`src/rtl/aes_bridge_pkg.sv`:
```
// aes_bridge_pkg: shared states and command-byte layout for the aes byte bridge
package aes_bridge_pkg;
  typedef enum logic [2:0] {IDLE, ADDR, WDATA, ACCESS, TX} state_e;
  localparam int CMD_WR_BIT = 7;
  localparam int CMD_RSV_MSB = 6;
  localparam int CMD_RSV_LSB = 4;
  localparam int CMD_BURST_W = 4;
  localparam int BYTES_PER_WORD = 4;
endpackage

```
`src/rtl/aes_bridge_txser.sv`:
```
// aes_bridge_txser: 32-to-8 MSB-first read word serializer with valid/ready handshake
module aes_bridge_txser
  import aes_bridge_pkg::*;
(
  input  logic        clk,
  input  logic        reset_n,
  input  logic        load,
  input  logic [31:0] load_data,
  input  logic        tx_ready,
  output logic [7:0]  tx_data,
  output logic        tx_valid,
  output logic        done
);
  logic [31:0] sh_q, sh_d;
  logic [1:0] cnt_q, cnt_d;
  logic vld_q, vld_d;
  logic hs;
  assign hs = vld_q && tx_ready;
  assign done = hs && cnt_q == 2'(BYTES_PER_WORD - 1);
  assign tx_data = sh_q[31:24];
  assign tx_valid = vld_q;
  always_comb begin
    sh_d = load ? load_data : hs ? sh_q << 8 : sh_q;
    cnt_d = load ? 2'd0 : cnt_q + {1'b0, hs};
    vld_d = load || (vld_q && !done);
  end
  always_ff @(posedge clk or negedge reset_n)
    if (!reset_n) begin
      sh_q <= '0;
      cnt_q <= '0;
      vld_q <= 1'b0;
    end else begin
      sh_q <= sh_d;
      cnt_q <= cnt_d;
      vld_q <= vld_d;
    end
endmodule

```
`src/rtl/aes_byte_bridge.sv`:
```
// aes_byte_bridge: byte-framed front end driving the aes register interface (burst option: AES_BRIDGE_AUTOINC_EN)
module aes_byte_bridge
  import aes_bridge_pkg::*;
#(
  parameter int TIMEOUT_CYCLES = 255,
  parameter int TO_W = 8
) (
  input  logic        clk,
  input  logic        reset_n,
  input  logic [7:0]  rx_data,
  input  logic        rx_valid,
  output logic        rx_ready,
  output logic [7:0]  tx_data,
  output logic        tx_valid,
  input  logic        tx_ready,
  output logic        cs,
  output logic        we,
  output logic [7:0]  address,
  output logic [31:0] write_data,
  input  logic [31:0] read_data,
  output logic        busy,
  output logic        frame_err
);
  state_e state_q, state_d;
  logic up_q, up_d;
  logic wr_q, wr_d;
  logic err_q, err_d;
  logic [7:0] addr_q, addr_d;
  logic [31:0] wdata_q, wdata_d;
  logic [1:0] cnt_q, cnt_d;
  logic [TO_W-1:0] to_q, to_d;
  logic [CMD_BURST_W-1:0] left_q, left_d;
  logic rx_hs, tx_done, expired;
  assign rx_ready = up_q && (state_q == IDLE || state_q == ADDR || state_q == WDATA);
  assign rx_hs = rx_valid && rx_ready;
  assign expired = TIMEOUT_CYCLES != 0 && !rx_hs && to_q == TO_W'(TIMEOUT_CYCLES - 1);
  assign cs = state_q == ACCESS;
  assign we = cs && wr_q;
  assign address = addr_q;
  assign write_data = wdata_q;
  assign busy = state_q != IDLE;
  assign frame_err = err_q;
  aes_bridge_txser u_txser (
    .clk       (clk),
    .reset_n   (reset_n),
    .load      (cs && !wr_q),
    .load_data (read_data),
    .tx_ready  (tx_ready),
    .tx_data   (tx_data),
    .tx_valid  (tx_valid),
    .done      (tx_done)
  );
  always_comb begin
    state_d = state_q;
    up_d = 1'b1;
    wr_d = wr_q;
    err_d = err_q;
    addr_d = addr_q;
    wdata_d = wdata_q;
    cnt_d = '0;
    to_d = '0;
    left_d = left_q;
    case (state_q)
      IDLE:
        if (rx_hs) begin
          if (rx_data[CMD_RSV_MSB:CMD_RSV_LSB] != '0) err_d = 1'b1;
          else begin
            err_d = 1'b0;
            wr_d = rx_data[CMD_WR_BIT];
`ifdef AES_BRIDGE_AUTOINC_EN
            left_d = rx_data[CMD_BURST_W-1:0];
`else
            left_d = '0;
`endif
            state_d = ADDR;
          end
        end
      ADDR:
        if (rx_hs) begin
          addr_d = rx_data;
          state_d = wr_q ? WDATA : ACCESS;
        end else if (expired) begin
          err_d = 1'b1;
          state_d = IDLE;
        end else to_d = to_q + 1'b1;
      WDATA:
        if (rx_hs) begin
          wdata_d = {wdata_q[23:0], rx_data};
          cnt_d = cnt_q + 2'd1;
          state_d = cnt_q == 2'(BYTES_PER_WORD - 1) ? ACCESS : WDATA;
        end else if (expired) begin
          err_d = 1'b1;
          state_d = IDLE;
        end else begin
          cnt_d = cnt_q;
          to_d = to_q + 1'b1;
        end
      ACCESS:
        if (!wr_q) state_d = TX;
        else if (left_q != '0) begin
          left_d = left_q - 1'b1;
          addr_d = addr_q + 8'd1;
          state_d = WDATA;
        end else state_d = IDLE;
      TX:
        if (tx_done) begin
          if (left_q != '0) begin
            left_d = left_q - 1'b1;
            addr_d = addr_q + 8'd1;
            state_d = ACCESS;
          end else state_d = IDLE;
        end
      default: state_d = IDLE;
    endcase
  end
  always_ff @(posedge clk or negedge reset_n)
    if (!reset_n) begin
      state_q <= IDLE;
      up_q <= 1'b0;
      wr_q <= 1'b0;
      err_q <= 1'b0;
      addr_q <= '0;
      wdata_q <= '0;
      cnt_q <= '0;
      to_q <= '0;
      left_q <= '0;
    end else begin
      state_q <= state_d;
      up_q <= up_d;
      wr_q <= wr_d;
      err_q <= err_d;
      addr_q <= addr_d;
      wdata_q <= wdata_d;
      cnt_q <= cnt_d;
      to_q <= to_d;
      left_q <= left_d;
    end
endmodule

```
`config.mk`:
```
export PLATFORM = sky130hd
export DESIGN_NAME = aes_byte_bridge
export DESIGN_NICKNAME = d
export VERILOG_FILES = /design/src/rtl/aes_bridge_pkg.sv /design/src/rtl/aes_bridge_txser.sv /design/src/rtl/aes_byte_bridge.sv
export SDC_FILE = /design/constraint.sdc
export NUM_CORES = 1
export LEC_CHECK = 0
export ABC_AREA = 1
export BUFFER_PORTS_ARGS = -buffer_cell sky130_fd_sc_hd__buf_4
export CAP_MARGIN = 25
export CORE_MARGIN = 2
export CORE_UTILIZATION = 47
export CTS_CLUSTER_DIAMETER = 30
export DETAILED_ROUTE_END_ITERATION = 10
export PLACE_DENSITY = 0.81
export RECOVER_POWER = 100
export SLEW_MARGIN = 20
export SYNTH_ARGS = -nofsm -noshare
export SYNTH_HDL_FRONTEND = slang
export SYNTH_SLANG_ARGS = --single-unit
```
`constraint.sdc`:
```
create_clock -name clk -period 3.2 [get_ports clk]
set_input_delay 0.16 -clock clk [delete_from_list [all_inputs] [get_ports clk]]
set_output_delay 0.16 -clock clk [all_outputs]
set_load 0.02 [all_outputs]
```
Word-level counts from Yosys, hierarchy flattened
Index checks and enable logic that the tools add are counted.
{"block": "classes", "muxes": 37, "n_eq_ne": 15, "n_reduce_logical": 29, "n_bitwise": 1, "addsub": 5}
{"op": "2-to-1 mux 32 bit", "count": 2}
{"op": "2-to-1 mux 8 bit", "count": 7}
{"op": "one-hot mux 8 bit (3 select lines)", "count": 1}
{"op": "2-to-1 mux 3 bit", "count": 7}
{"op": "2-to-1 mux 4 bit", "count": 5}
{"op": "adder 8 x 1 -> 8 bit (second input constant)", "count": 2}
{"op": "one-hot mux 3 bit (5 select lines)", "count": 1}
{"op": "2-to-1 mux 2 bit", "count": 6}
{"op": "one-hot mux 4 bit (3 select lines)", "count": 1}
{"op": "nonzero test 3 bit", "count": 4}
{"op": "equality test 8 bit (second input constant)", "count": 1}
{"op": "logical AND 1 bit", "count": 8}
{"op": "inequality test 2 bit (second input constant)", "count": 4}
{"op": "AND reduction 4 bit", "count": 2}
{"op": "equality test 3 x 2 -> 1 bit (second input constant)", "count": 2}
{"op": "2-to-1 mux 1 bit", "count": 6}
{"op": "inequality test 2 x 1 -> 1 bit (second input constant)", "count": 3}
{"op": "AND reduction 3 bit", "count": 2}
{"op": "AND reduction 5 bit", "count": 1}
{"op": "equality test 2 bit (second input constant)", "count": 2}
{"op": "nonzero test 2 bit", "count": 2}
{"op": "nonzero test 4 bit", "count": 1}
{"op": "subtractor 4 x 1 -> 4 bit (second input constant)", "count": 1}
{"op": "equality test 3 x 1 -> 1 bit (second input constant)", "count": 1}
{"op": "11 further kinds", "count": 15}
{"block": "totals", "elab_cells": 99, "out_inout_bits": 54, "ff_bits": 95}

Longest topological paths before layout
{"block": "depth", "word_depth": 10, "ltp_mapped": 10}

Cells and area by module
A second synthesis with hierarchy kept.
{"block": "hier_totals", "cells_unflattened": 624, "area_unflattened_um2": 4804.6}
{"mod": "aes_byte_bridge", "instances": 1, "area_each_um2": 2984.1, "cells_each": 394, "seq_area_each_um2": 1501.4}
{"mod": "aes_bridge_txser", "instances": 1, "area_each_um2": 1820.5, "cells_each": 230, "seq_area_each_um2": 875.8}

Worst setup path after synthesis
No wires, ideal clock.
{"block": "synth_timing", "path_kind": "reg-to-reg", "from": "register u_txser.vld_q (netlist: u_txser.tx_valid)", "to": "register u_txser.cnt_q[1]", "path_slack_ns": 1.701, "n_path_buf": 1, "period_less_slack_ns": 1.499, "path_stages_with_launch": 7, "arrival_ns": 1.379, "path_cell_list": "dfrtp_1 nand2_1 inv_2 clkbuf_1 ha_1 xnor2_1 nor2_1"}
{"block": "synth_via", "elab_chain_len": 3}
{"item": "from (decl)", "line": "aes_bridge_txser.sv:16", "rtl": "logic vld_q, vld_d;"}
{"item": "from (signal assigned)", "line": "aes_bridge_txser.sv:35", "rtl": "vld_q <= vld_d;"}
{"item": "logical AND 1 bit", "line": "aes_bridge_txser.sv:18", "rtl": "assign hs = vld_q && tx_ready;"}
{"item": "adder 2 x 1 -> 2 bit", "line": "aes_bridge_txser.sv:24", "rtl": "cnt_d = load ? 2'd0 : cnt_q + {1'b0, hs};"}
{"item": "2-to-1 mux 2 bit", "line": "aes_bridge_txser.sv:24"}
{"item": "net u_txser.cnt_d[1]", "line": "aes_bridge_txser.sv:15", "rtl": "logic [1:0] cnt_q, cnt_d;"}
{"item": "to (signal assigned)", "line": "aes_bridge_txser.sv:34", "rtl": "cnt_q <= cnt_d;"}
{"item": "to (decl)", "line": "aes_bridge_txser.sv:15"}
The timed path passes the listed nets, and every way through them passes these cells.
A chain may end at the register's enable or synchronous reset.

Final worst setup path
{"block": "layout_timing", "from": "register state_q[1]", "to": "register u_txser.sh_q[9]"}
{"block": "layout_via", "elab_chain_len": 3, "elab_cells_between_ends": 4}
{"item": "from (decl)", "line": "aes_byte_bridge.sv:24", "rtl": "state_e state_q, state_d;"}
{"item": "from (signal assigned)", "line": "aes_byte_bridge.sv:128", "rtl": "state_q <= state_d;"}
{"item": "equality test 3 x 2 -> 1 bit (*)", "line": "aes_byte_bridge.sv:37", "rtl": "assign cs = state_q == ACCESS;"}
{"item": "logical AND 1 bit (*)", "line": "aes_byte_bridge.sv:46", "rtl": ".load (cs && !wr_q),"}
{"item": "2-to-1 mux 32 bit / nonzero test 2 bit (equally long branches)"}
{"item": "to (signal assigned)", "line": "aes_bridge_txser.sv:29", "rtl": "sh_q <= '0;"}
{"item": "to (signal assigned)", "line": "aes_bridge_txser.sv:33", "rtl": "sh_q <= sh_d;"}
{"item": "to (decl)", "line": "aes_bridge_txser.sv:14", "rtl": "logic [31:0] sh_q, sh_d;"}
Every way passes the cells marked *; elsewhere a longest branch is shown, timed or not.

==> results_dict.tcl <==
set metrics [dict create \
    synth_edf_count 0 \
    crit_type "register to register" \
    antennaDiodeCount 0 \
    critPathBufInv 1 \
    hold_path.class "input port to register" \
    combPwrFrac_pct 15.0 \
    antenna_found_initial 0 \
    grt_pass1_vias 3822 \
    endpoint_kind "register" \
    cts_tree "yes" \
    synthCells 554 \
    setup_viol 0 \
    swShare_pct 31.2 \
    powerDensity_nw_per_um2 451 \
    die_w_um 102 \
    worst_pin_slew_ns 1.46 \
    netlist_area_um2 4540 \
    crit_required_ns 3.51 \
    p_int_mw 1.68 \
    synth_top_area_cell "dfrtp_1" \
    core_um2 9330 \
    multiInputGateArea_um2 1830 \
    outcome "completed" \
    slowest_delay_ns 0.71 \
    rsz0062_at_grt "false" \
    grt_first_pass_wirelength_mm 16.7 \
    drv_cap 0 \
    synthFlopType "dfrtp_1" \
    drc 0 \
    wl_per_cell_um 13.2 \
    initial_core_util_pct 48.7 \
    worstPathMaxFanout 41 \
    clock_skew_ns 0.0114 \
    clockBufferDepth 2 \
    vias 4042 \
    ant_nets 0 \
    synth_most_common_cell "nand2_1" \
    fmax_mhz 413 \
    port_buffers 97 \
    synth.distinct_cells 34 \
    p_switching_mw 0.764 \
    area_delta_synth_final_pct 19.6 \
    path_cells "nand2_2 > nor2_1 > nand2_1 > inv_2 > nand2_1 > nand3_1" \
    io_pins 98 \
    r2r_slack_ns 0.78 \
    path_clk_slew_ns 0.10 \
    synthesis.nets 605 \
    synth_area_per_cell_um2 8.20 \
    hold_violations 0 \
    gp_congestion 0.907 \
    slew_headroom_pct 2.35 \
    die-area_um2 10500 \
    synth_seq_cells 95 \
    leakagePower_nw 2.80 \
    synth.area.top_cells "dfrtp_1 52%, nand2_1 16%, nand3_1 8.8%, nor2_1 2.9%, inv_1 2.6%" \
    fin_crit_ns 2.42 \
    synthArstFlopShare_pct 100 \
    crit_top_cell "nand2_1" \
    wl_mm 10.5 \
    cts_buffers 9 \
    synth_top_area_share_pct 52.3 \
    p_clk_share_pct 31.3 \
    critPathArrivalTime_ns 2.73 \
    cts-resized-gates 0 \
    finalPower_mw 2.45 \
    root_buffer "clkbuf_8" \
    worst_setup_path_start_kind "register" \
    period_share_pct 75.6 \
    track_usage_pct 20.3 \
    maxSlewViolCount 0 \
    first_pass_iters 4 \
    drive_gt1_share_pct 11.0 \
    ir_drop_uv 227 \
    fillers 881 \
    synthTopCellsByCount "198 x nand2_1, 95 x dfrtp_1, 80 x nand3_1" \
    drtIter0Drc 163 \
    cts_sinks 95 \
    grt_overflow 0 \
    critical_path.slowest_cell "nand2_1" \
    detailed_place_hpwl_mm 7.30 \
    die_h_um 102 \
    grt_start_max_net_pins 46 \
    register_area_um2 2380 \
    clock_latency_ns 0.37 \
    p_seq_share_pct 53.7 \
    seq_area_frac_synth_pct 52.3 \
    nNetsFinal 708 \
    ys_warn_count 0 \
    setup_tns_ns 0 \
    cts.htree.levels 3 \
    viasPerCell 5.11 \
    rows 35 \
    crit_family "simple AND/OR/NAND/NOR gates" \
]
[what timing repair did]
action | in CTS | in global routing
setup endpoints to repair | 0 | 0
endpoints found under the hold margin | 59 | 2
setup buffers | 0 | 0
hold buffers | 17 | 2
[layer usage]
layer / vias up / global-route usage, % / routed length (µm)
met5: - / 0 / 0
met4: 0 / 6.46 / 86
met3: 8 / 4.92 / 697
met2: 139 / 34.7 / 5080
met1: 1921 / 25.6 / 4610
li1: 1974 / - / -
[final timing paths]
| path | cells after the start | endpoint | from |
|---|---|---|---|
| max reg2reg | 6 | u_txser.sh_q[9]$_DFFE_PN0P_ | state_q[1]$_DFFE_PN0P_ |
| min in group asynchronous | 2 | write_data[25]$_DFFE_PN0P_ | reset_n |
| max | 6 | u_txser.sh_q[9]$_DFFE_PN0P_ | state_q[1]$_DFFE_PN0P_ |
| min | 3 | u_txser.sh_q[28]$_DFFE_PN0P_ | read_data[28] |
| min reg2reg | 2 | write_data[29]$_DFFE_PN0P_ | write_data[29]$_DFFE_PN0P_ |
| max in group asynchronous | 3 | write_data[19]$_DFFE_PN0P_ | reset_n |
[power groups by stage]
stage | registers, mW | clock network (mW) | logic [mW]
after global placement | 1.33 | 0 | 0.378
after floorplan | 1.37 | 0 | 0.166
after detailed placement | 1.34 | 0 | 0.389
after CTS | 1.31 | 0.780 | 0.405
final | 1.31 | 0.766 | 0.368
after global routing | 1.33 | 0.830 | 0.409
[metrics by stage]
| stage | area (µm²) | setup slack [ns] | hold WS (ns) | util [%] | instances |
|---|---|---|---|---|---|
| final | 5430 | 0.780 | 0.00567 | 58.3 | 791 |
| after global routing | 5430 | 0.523 | 0.00320 | 58.3 | 791 |
| after CTS | 5650 | 1.22 | 0.000481 | 60.6 | 789 |
| after detailed placement | 5290 | 1.24 | 0.194 | 56.7 | 756 |
| after global placement | 5290 | 1.32 | 0.184 | 56.7 | 756 |
| after floorplan | 4540 | 1.70 | -0.136 | - | 554 |
[layout make-up]
| class | count | share of cell area, % |
|---|---|---|
| Timing Repair Buffer | 120 | 13.7 |
| Clock inverter | 7 | 1.15 |
| Inverter | 37 | 2.56 |
| Clock buffer | 9 | 2.28 |
| Tap cell | 129 | 2.97 |
| Sequential cell | 95 | 43.7 |
| Multi-Input combinational cell | 394 | 33.6 |
[sequential cells by signal (all words and copies together), names as in the netlist]
register          flops
address               8
cnt_q                 2
frame_err             1
left_q                4
state_q               3
to_q                  8
u_txser.cnt_q         2
u_txser.sh_q         32
u_txser.tx_valid      1
up_q                  1
wr_q                  1
write_data           32
[layout by cell type (no fill, tap or decap), types with 2 or more instances in the layout]
master / Yosys / routed
a21oi_1: 4 / 4
a31oi_1: 9 / 9
buf_4: 11 / 46
clkbuf_1: 6 / 55
clkbuf_8: 0 / 9
clkinv_4: 0 / 2
dfrtp_1: 95 / 95
dlygate4sd3_1: 0 / 19
ha_1: 7 / 7
inv_1: 32 / 35
inv_2: 5 / 2
inv_6: 0 / 2
inv_8: 0 / 2
nand2_1: 198 / 200
nand2_2: 6 / 4
nand2_4: 2 / 2
nand3_1: 80 / 81
nand3b_1: 2 / 2
nand4_1: 4 / 5
nor2_1: 35 / 38
nor3_1: 3 / 3
nor3b_1: 2 / 2
o21ai_0: 21 / 23
o21ai_1: 4 / 2
xnor2_1: 4 / 4
xor2_1: 2 / 2
[tightest hold or removal path: stages]
cell,delay (ns)
buf_4,0.08
nand2_1,0.04
nand3_1,0.07
[kinds of logic after synthesis]
kind of cell | share of synthesized area [%]
adder cells (fa/ha/maj) | 1.93
other | 0.0825
AND/OR/NAND/NOR | 33.1
XOR/XNOR | 1.16
AO/OA/AOI/OAI | 4.57
flip-flops | 52.3
buffers and inverters | 6.80
No activity file was read; power rests on OpenSTA's default activity.
